--- config.mk ---
export PLATFORM = sky130hd
export DESIGN_NAME = scr1_dmem_arb2
export DESIGN_NICKNAME = d
export VERILOG_FILES = /design/src/rtl/scr1_dmem_arb2.sv
export SDC_FILE = /design/constraint.sdc
export NUM_CORES = 1
export LEC_CHECK = 0
export ABC_AREA = 1
export ABC_CLOCK_PERIOD_IN_PS = 1500
export CAP_MARGIN = 10
export CORE_AREA = 2 2 121 123
export DETAILED_ROUTE_END_ITERATION = 10
export DIE_AREA = 0 0 123 125
export PLACE_DENSITY_LB_ADDON = 0.12
export SYNTH_ARGS = -nofsm -noshare
export SYNTH_HDL_FRONTEND = slang
export SYNTH_SLANG_ARGS = --single-unit
--- constraint.sdc ---
create_clock -name clk -period 1.5 [get_ports clk]
set_input_delay 0.3 -clock clk [delete_from_list [all_inputs] [get_ports clk]]
set_output_delay 0.3 -clock clk [all_outputs]
set_load 0.03 [all_outputs]
--- src/rtl/scr1_dmem_arb2.sv ---
// Two-requester data-memory arbiter: muxes two address-phase requesters onto
// one shared memory port, keeps at most one transaction outstanding, and
// routes the data-phase response back to the requester that owns it.

package scr1_dmem_arb2_pkg;
    localparam int SCR1_DMEM_AWIDTH = 32;
    localparam int SCR1_DMEM_DWIDTH = 32;

    typedef enum logic {
        SCR1_MEM_CMD_RD = 1'b0,
        SCR1_MEM_CMD_WR = 1'b1
    } type_scr1_mem_cmd_e;

    typedef enum logic [1:0] {
        SCR1_MEM_WIDTH_BYTE  = 2'b00,
        SCR1_MEM_WIDTH_HWORD = 2'b01,
        SCR1_MEM_WIDTH_WORD  = 2'b10
    } type_scr1_mem_width_e;

    typedef enum logic [1:0] {
        SCR1_MEM_RESP_NOTRDY = 2'b00,
        SCR1_MEM_RESP_RDY_OK = 2'b01,
        SCR1_MEM_RESP_RDY_ER = 2'b10
    } type_scr1_mem_resp_e;
endpackage

module scr1_dmem_arb2
    import scr1_dmem_arb2_pkg::*;
#(
    parameter bit SCR1_ARB_FIXED_PRIO = 1'b0   // 0: round-robin, 1: m0 always wins ties
) (
    input  logic                        clk,
    input  logic                        rst_n,
    // requester 0
    input  logic                        m0_req,
    output logic                        m0_req_ack,
    input  type_scr1_mem_cmd_e          m0_cmd,
    input  type_scr1_mem_width_e        m0_width,
    input  logic [SCR1_DMEM_AWIDTH-1:0] m0_addr,
    input  logic [SCR1_DMEM_DWIDTH-1:0] m0_wdata,
    output logic [SCR1_DMEM_DWIDTH-1:0] m0_rdata,
    output type_scr1_mem_resp_e         m0_resp,
    // requester 1
    input  logic                        m1_req,
    output logic                        m1_req_ack,
    input  type_scr1_mem_cmd_e          m1_cmd,
    input  type_scr1_mem_width_e        m1_width,
    input  logic [SCR1_DMEM_AWIDTH-1:0] m1_addr,
    input  logic [SCR1_DMEM_DWIDTH-1:0] m1_wdata,
    output logic [SCR1_DMEM_DWIDTH-1:0] m1_rdata,
    output type_scr1_mem_resp_e         m1_resp,
    // shared port
    output logic                        s_req,
    input  logic                        s_req_ack,
    output type_scr1_mem_cmd_e          s_cmd,
    output type_scr1_mem_width_e        s_width,
    output logic [SCR1_DMEM_AWIDTH-1:0] s_addr,
    output logic [SCR1_DMEM_DWIDTH-1:0] s_wdata,
    input  logic [SCR1_DMEM_DWIDTH-1:0] s_rdata,
    input  type_scr1_mem_resp_e         s_resp
);

    typedef enum logic {
        PH_ADDR = 1'b0,   // nothing outstanding
        PH_DATA = 1'b1    // one transaction outstanding, owned by owner_q
    } phase_e;

    phase_e state_q, state_d;
    logic   owner_q, owner_d;      // requester owning the outstanding transaction
    logic   last_q, last_d;        // requester granted on the most recent handshake
    logic   lock_q, lock_d;        // a stalled request is holding the port
    logic   lock_id_q, lock_id_d;  // which requester holds the lock

    logic addr_open;
    logic lock_hold;
    logic grant;
    logic handshake;

    // Arbitration: pick the grant and drive the address-phase request/acks.
    always_comb begin
        // NOTE: every signal gets a default before any branch, so no path leaves one unassigned and no latch is inferred.
        addr_open = (state_q == PH_ADDR) || (s_resp == SCR1_MEM_RESP_RDY_OK);
        lock_hold = lock_q & (lock_id_q ? m1_req : m0_req);
        grant     = 1'b0;
        if (lock_hold) begin
            grant = lock_id_q;
        end else if (m0_req ^ m1_req) begin
            grant = m1_req;
        end else if (m0_req & m1_req) begin
            grant = SCR1_ARB_FIXED_PRIO ? 1'b0 : ~last_q;
        end
        // NOTE: the async reset pins the FSM to ADDR, which alone would leave the address phase open, so s_req is gated by rst_n directly.
        s_req      = rst_n & addr_open & (grant ? m1_req : m0_req);
        handshake  = s_req & s_req_ack;
        m0_req_ack = handshake & ~grant;
        m1_req_ack = handshake & grant;
    end

    // Request attributes follow the granted requester (m0 when idle).
    assign s_cmd   = grant ? m1_cmd   : m0_cmd;
    assign s_width = grant ? m1_width : m0_width;
    assign s_addr  = grant ? m1_addr  : m0_addr;
    assign s_wdata = grant ? m1_wdata : m0_wdata;

    // Phase FSM next state plus owner, round-robin history and stall lock.
    always_comb begin
        state_d   = state_q;
        owner_d   = owner_q;
        last_d    = last_q;
        lock_d    = lock_hold;   // lock falls away once the locked requester drops req
        lock_id_d = lock_id_q;
        unique case (state_q)
            PH_ADDR: begin
                if (handshake) state_d = PH_DATA;
            end
            PH_DATA: begin
                case (s_resp)
                    SCR1_MEM_RESP_RDY_OK: state_d = handshake ? PH_DATA : PH_ADDR;
                    SCR1_MEM_RESP_RDY_ER: state_d = PH_ADDR;
                    default:              state_d = PH_DATA;
                endcase
            end
        endcase
        if (handshake) begin
            owner_d = grant;
            last_d  = grant;
            lock_d  = 1'b0;
        end else if (s_req) begin
            lock_d    = 1'b1;
            lock_id_d = grant;
        end
    end

    // State registers; last_q resets to 1 so m0 wins the first tie.
    always_ff @(posedge clk or negedge rst_n) begin
        if (!rst_n) begin
            state_q   <= PH_ADDR;
            owner_q   <= 1'b0;
            last_q    <= 1'b1;
            lock_q    <= 1'b0;
            lock_id_q <= 1'b0;
        end else begin
            // NOTE: non-blocking assignments so every register samples the pre-edge values of the others.
            state_q   <= state_d;
            owner_q   <= owner_d;
            last_q    <= last_d;
            lock_q    <= lock_d;
            lock_id_q <= lock_id_d;
        end
    end

    // Data-phase return goes only to the owner; everyone else sees NOTRDY.
    always_comb begin
        m0_resp  = SCR1_MEM_RESP_NOTRDY;
        m0_rdata = '0;
        m1_resp  = SCR1_MEM_RESP_NOTRDY;
        m1_rdata = '0;
        if (state_q == PH_DATA) begin
            if (owner_q) begin
                m1_resp  = s_resp;
                m1_rdata = s_rdata;
            end else begin
                m0_resp  = s_resp;
                m0_rdata = s_rdata;
            end
        end
    end

endmodule

==> results.toml, run 1 <==
[status]
status = "finished, violations left"
violations = "setup timing"

[detailed_routing]
ant_nets = 0
vias = 3882
wl_um = 15560
dr.pass1.iters = 4
drc = 0
viasPerCell = 4.229
drt_iter0_markers = 96
wl_per_cell_um = 16.95

[sta]
rsz0062_at_grt = "true"
period_share_pct = 133.6
layout_min_cycle_time_ps = 2004
drv_slew = 0
fin_skew_ps = 0.1146
max_slew_margin_pct = 76.78
setup_viol = 139
hold_viol_final = 0
setup_slack_ps = -504.4
worst_slew_pin_slew_ps = 348.3
clock.fmax_mhz = 498.9

[floorplanning]
io_pins = 311
die_y_um = 125
die-area_um2 = 15380
die_w_um = 123
core-area_um2 = 14200
num_rows = 44
start_util_pct = 12.80

[clock_network]
htree_levels = 1
insertion_delay_ps = 230
cts_root_buf = "clkbuf_16"
clkTransAtPathRegs_ps = 30
ctsLongestPathBuffers = 2
cts_tree = "built"
cts_sinks = 5
cts_buffers = 3

[synthesis]
synth_common_cells = "nand2_1, nor2_1, nand3_1"
synth_nets = 554
synth_seq_area_share_pct = 6.951
synth_most_common_cell = "nand2_1"
avgSynthCellArea_um2 = 4.797
synth_top_area_share_pct = 30.97
synth_seq_cells = 5
synth_area_um2 = 1818
ys_warn_count = 0
async_flop_share_pct = 100.0
dominantRegCellSynth = "dfrtp_1"
synth_area_leaders = "nand2_1, nor2_1, nand3_1"
synth_cell_type_count = 17
syn_inst = 379
synth_top_area_cell = "nand2_1"
synth_edf_count = 0

[grt]
grt_max_degree = 56
gr-max-usage-layer = "met2"
overflow = 0
grtUsageTotal_pct = 18.34
grtUsageMet1_pct = 18.19
grt_use_met2_pct = 37.63
met3_usage_pct = 4.106
grt_pass1_wl_um = 22130
antenna_found_initial = 0
grt_pass1_vias = 4144

[layout]
drive_gt1_share_pct = 65.53
fin_util_pct = 59.08
layoutNonFillerInstCount = 918
nets = 910
antenna_cells = 0
syn_to_final_growth_pct = 361.6
fin_area_um2 = 8392

[critical_path]
startpoint_type = "flip-flop"
required_ps = 1200
cp.arrival_ps = 1700
path_class = "reg2out"
endpoint_kind = "output port"
cp_max_fo = 7
critPathCapture = "s_wdata[24]"
reg2reg_depth = 10
cp-startpoint = "last_q"
rr_startpoint = "last_q"
r2r_slack_ps = -50
r2r-end = "owner_q"

[placement]
numPortBuffers = 310
dp_cells = 880
place_congestion = 0.7963
hpwl_um = 10110
place_area_um2 = 5995

[run]
cap_violations = 0

[power_and_ir_drop]
power_density_nw_per_um2 = 899.8
max-vdd-ir-drop_v = 0.0005135
p_leak_nw = 3.834

[min_path]
min_path_type = "in2async"
-- report_power, final --
part / internal, mW / switching (mW)
clock network: 0.352 / 0.0868
logic: 3.29 / 3.60
registers: 0.179 / 0.0400
-- layout make-up --
type / count / area [µm²]
repair buffers: 378 / 4531
multi-input cells: 301 / 3232
clock buffers: 4 / 78.83
fillers: 1164 / 5812
well taps: 184 / 230.2
inverters: 46 / 192.7
flip-flops and latches: 5 / 127.6
-- what timing repair did --
action	4_1_cts	5_1_grt
setup endpoints to repair	134	140
cloned	16	5
resized for setup	385	90
hold buffers	0	0
pin swaps	10	26
setup buffers	18	11
-- metrics by stage --
stage                     TNS, ps  hold WS, ps  total power [mW]  setup WS (ps)
after global routing       -44420        124.6             7.905         -577.3
after global placement     -64250        460.8             4.980         -939.8
after floorplan             -4169        4.409             3.004         -100.2
after detailed placement   -66010        460.0             5.020         -960.3
after CTS                  -42030        107.4             7.400         -586.4
final                      -36470        102.7             7.551         -504.4
-- per-layer routing --
metal	vias up	part of all wire, %
li1	1867	-
met1	1818	33
met2	185	58
met4	0	1.4
met3	12	8.0
met5	-	0
-- layout by cell type, fill, tap and decap left out, types with 2 or more instances in the layout --
cell,instances
buf_6,136
nand3_2,15
nand2_8,4
clkdlybuf4s50_1,167
nand2_1,15
inv_2,4
buf_8,4
dlygate4sd2_1,3
buf_16,8
nand2_2,29
nor2_4,70
dfrtp_1,3
clkbuf_16,7
nand3_4,36
inv_1,39
nand2_4,105
buf_4,16
o21ai_0,2
buf_12,40
nand3_1,20
-- cells by family (layout without fill, tap and decap cells) --
group	after synthesis	in the layout	share of synthesized area, %
flip-flops	5	5	6.952
AO/OA/AOI/OAI	3	3	0.8256
adder cells (fa/ha/maj)	2	2	1.376
AND/OR/NAND/NOR	296	296	72.75
buffers and inverters	73	428	18.10
-- how the worst min path moves through the flow --
stage	from	to	slack, ps	cells after the start
after CTS	rst_n	lock_id_q	110	2
after floorplan	rst_n	lock_id_q	4	0
after global routing	rst_n	lock_id_q	120	2
final	rst_n	lock_id_q	100	2
after detailed placement	last_q	last_q	460	2
after global placement	last_q	last_q	460	2
-- registers in the layout, indices dropped and copies added (netlist names) --
register	flops
last_q	1
lock_id_q	1
lock_q	1
owner_q	1
state_q	1
-- worst max-delay path, stage by stage, from the launching register on --
cell and delay [ps]:
dfstp_2 530, inv_2 40, nand3_2 80, nand2_4 70, nand2_8 90, nand2_8 90
buf_6 150, clkbuf_16 170, nand2_2 80, nand2_4 50, buf_6 130
No activity file was read; power rests on OpenSTA's default activity.
==> run 2: changes to the inputs <==
--- a/config.mk
+++ b/config.mk
@@ -9,6 +9,7 @@
 export ABC_CLOCK_PERIOD_IN_PS = 1500
 export CAP_MARGIN = 10
 export CORE_AREA = 2 2 121 123
+export CTS_CLUSTER_SIZE = 40
 export DETAILED_ROUTE_END_ITERATION = 10
 export DIE_AREA = 0 0 123 125
 export PLACE_DENSITY_LB_ADDON = 0.12
==> results of run 2 <==
No change in the layout: final DEF, timing and power equal those of run 1.
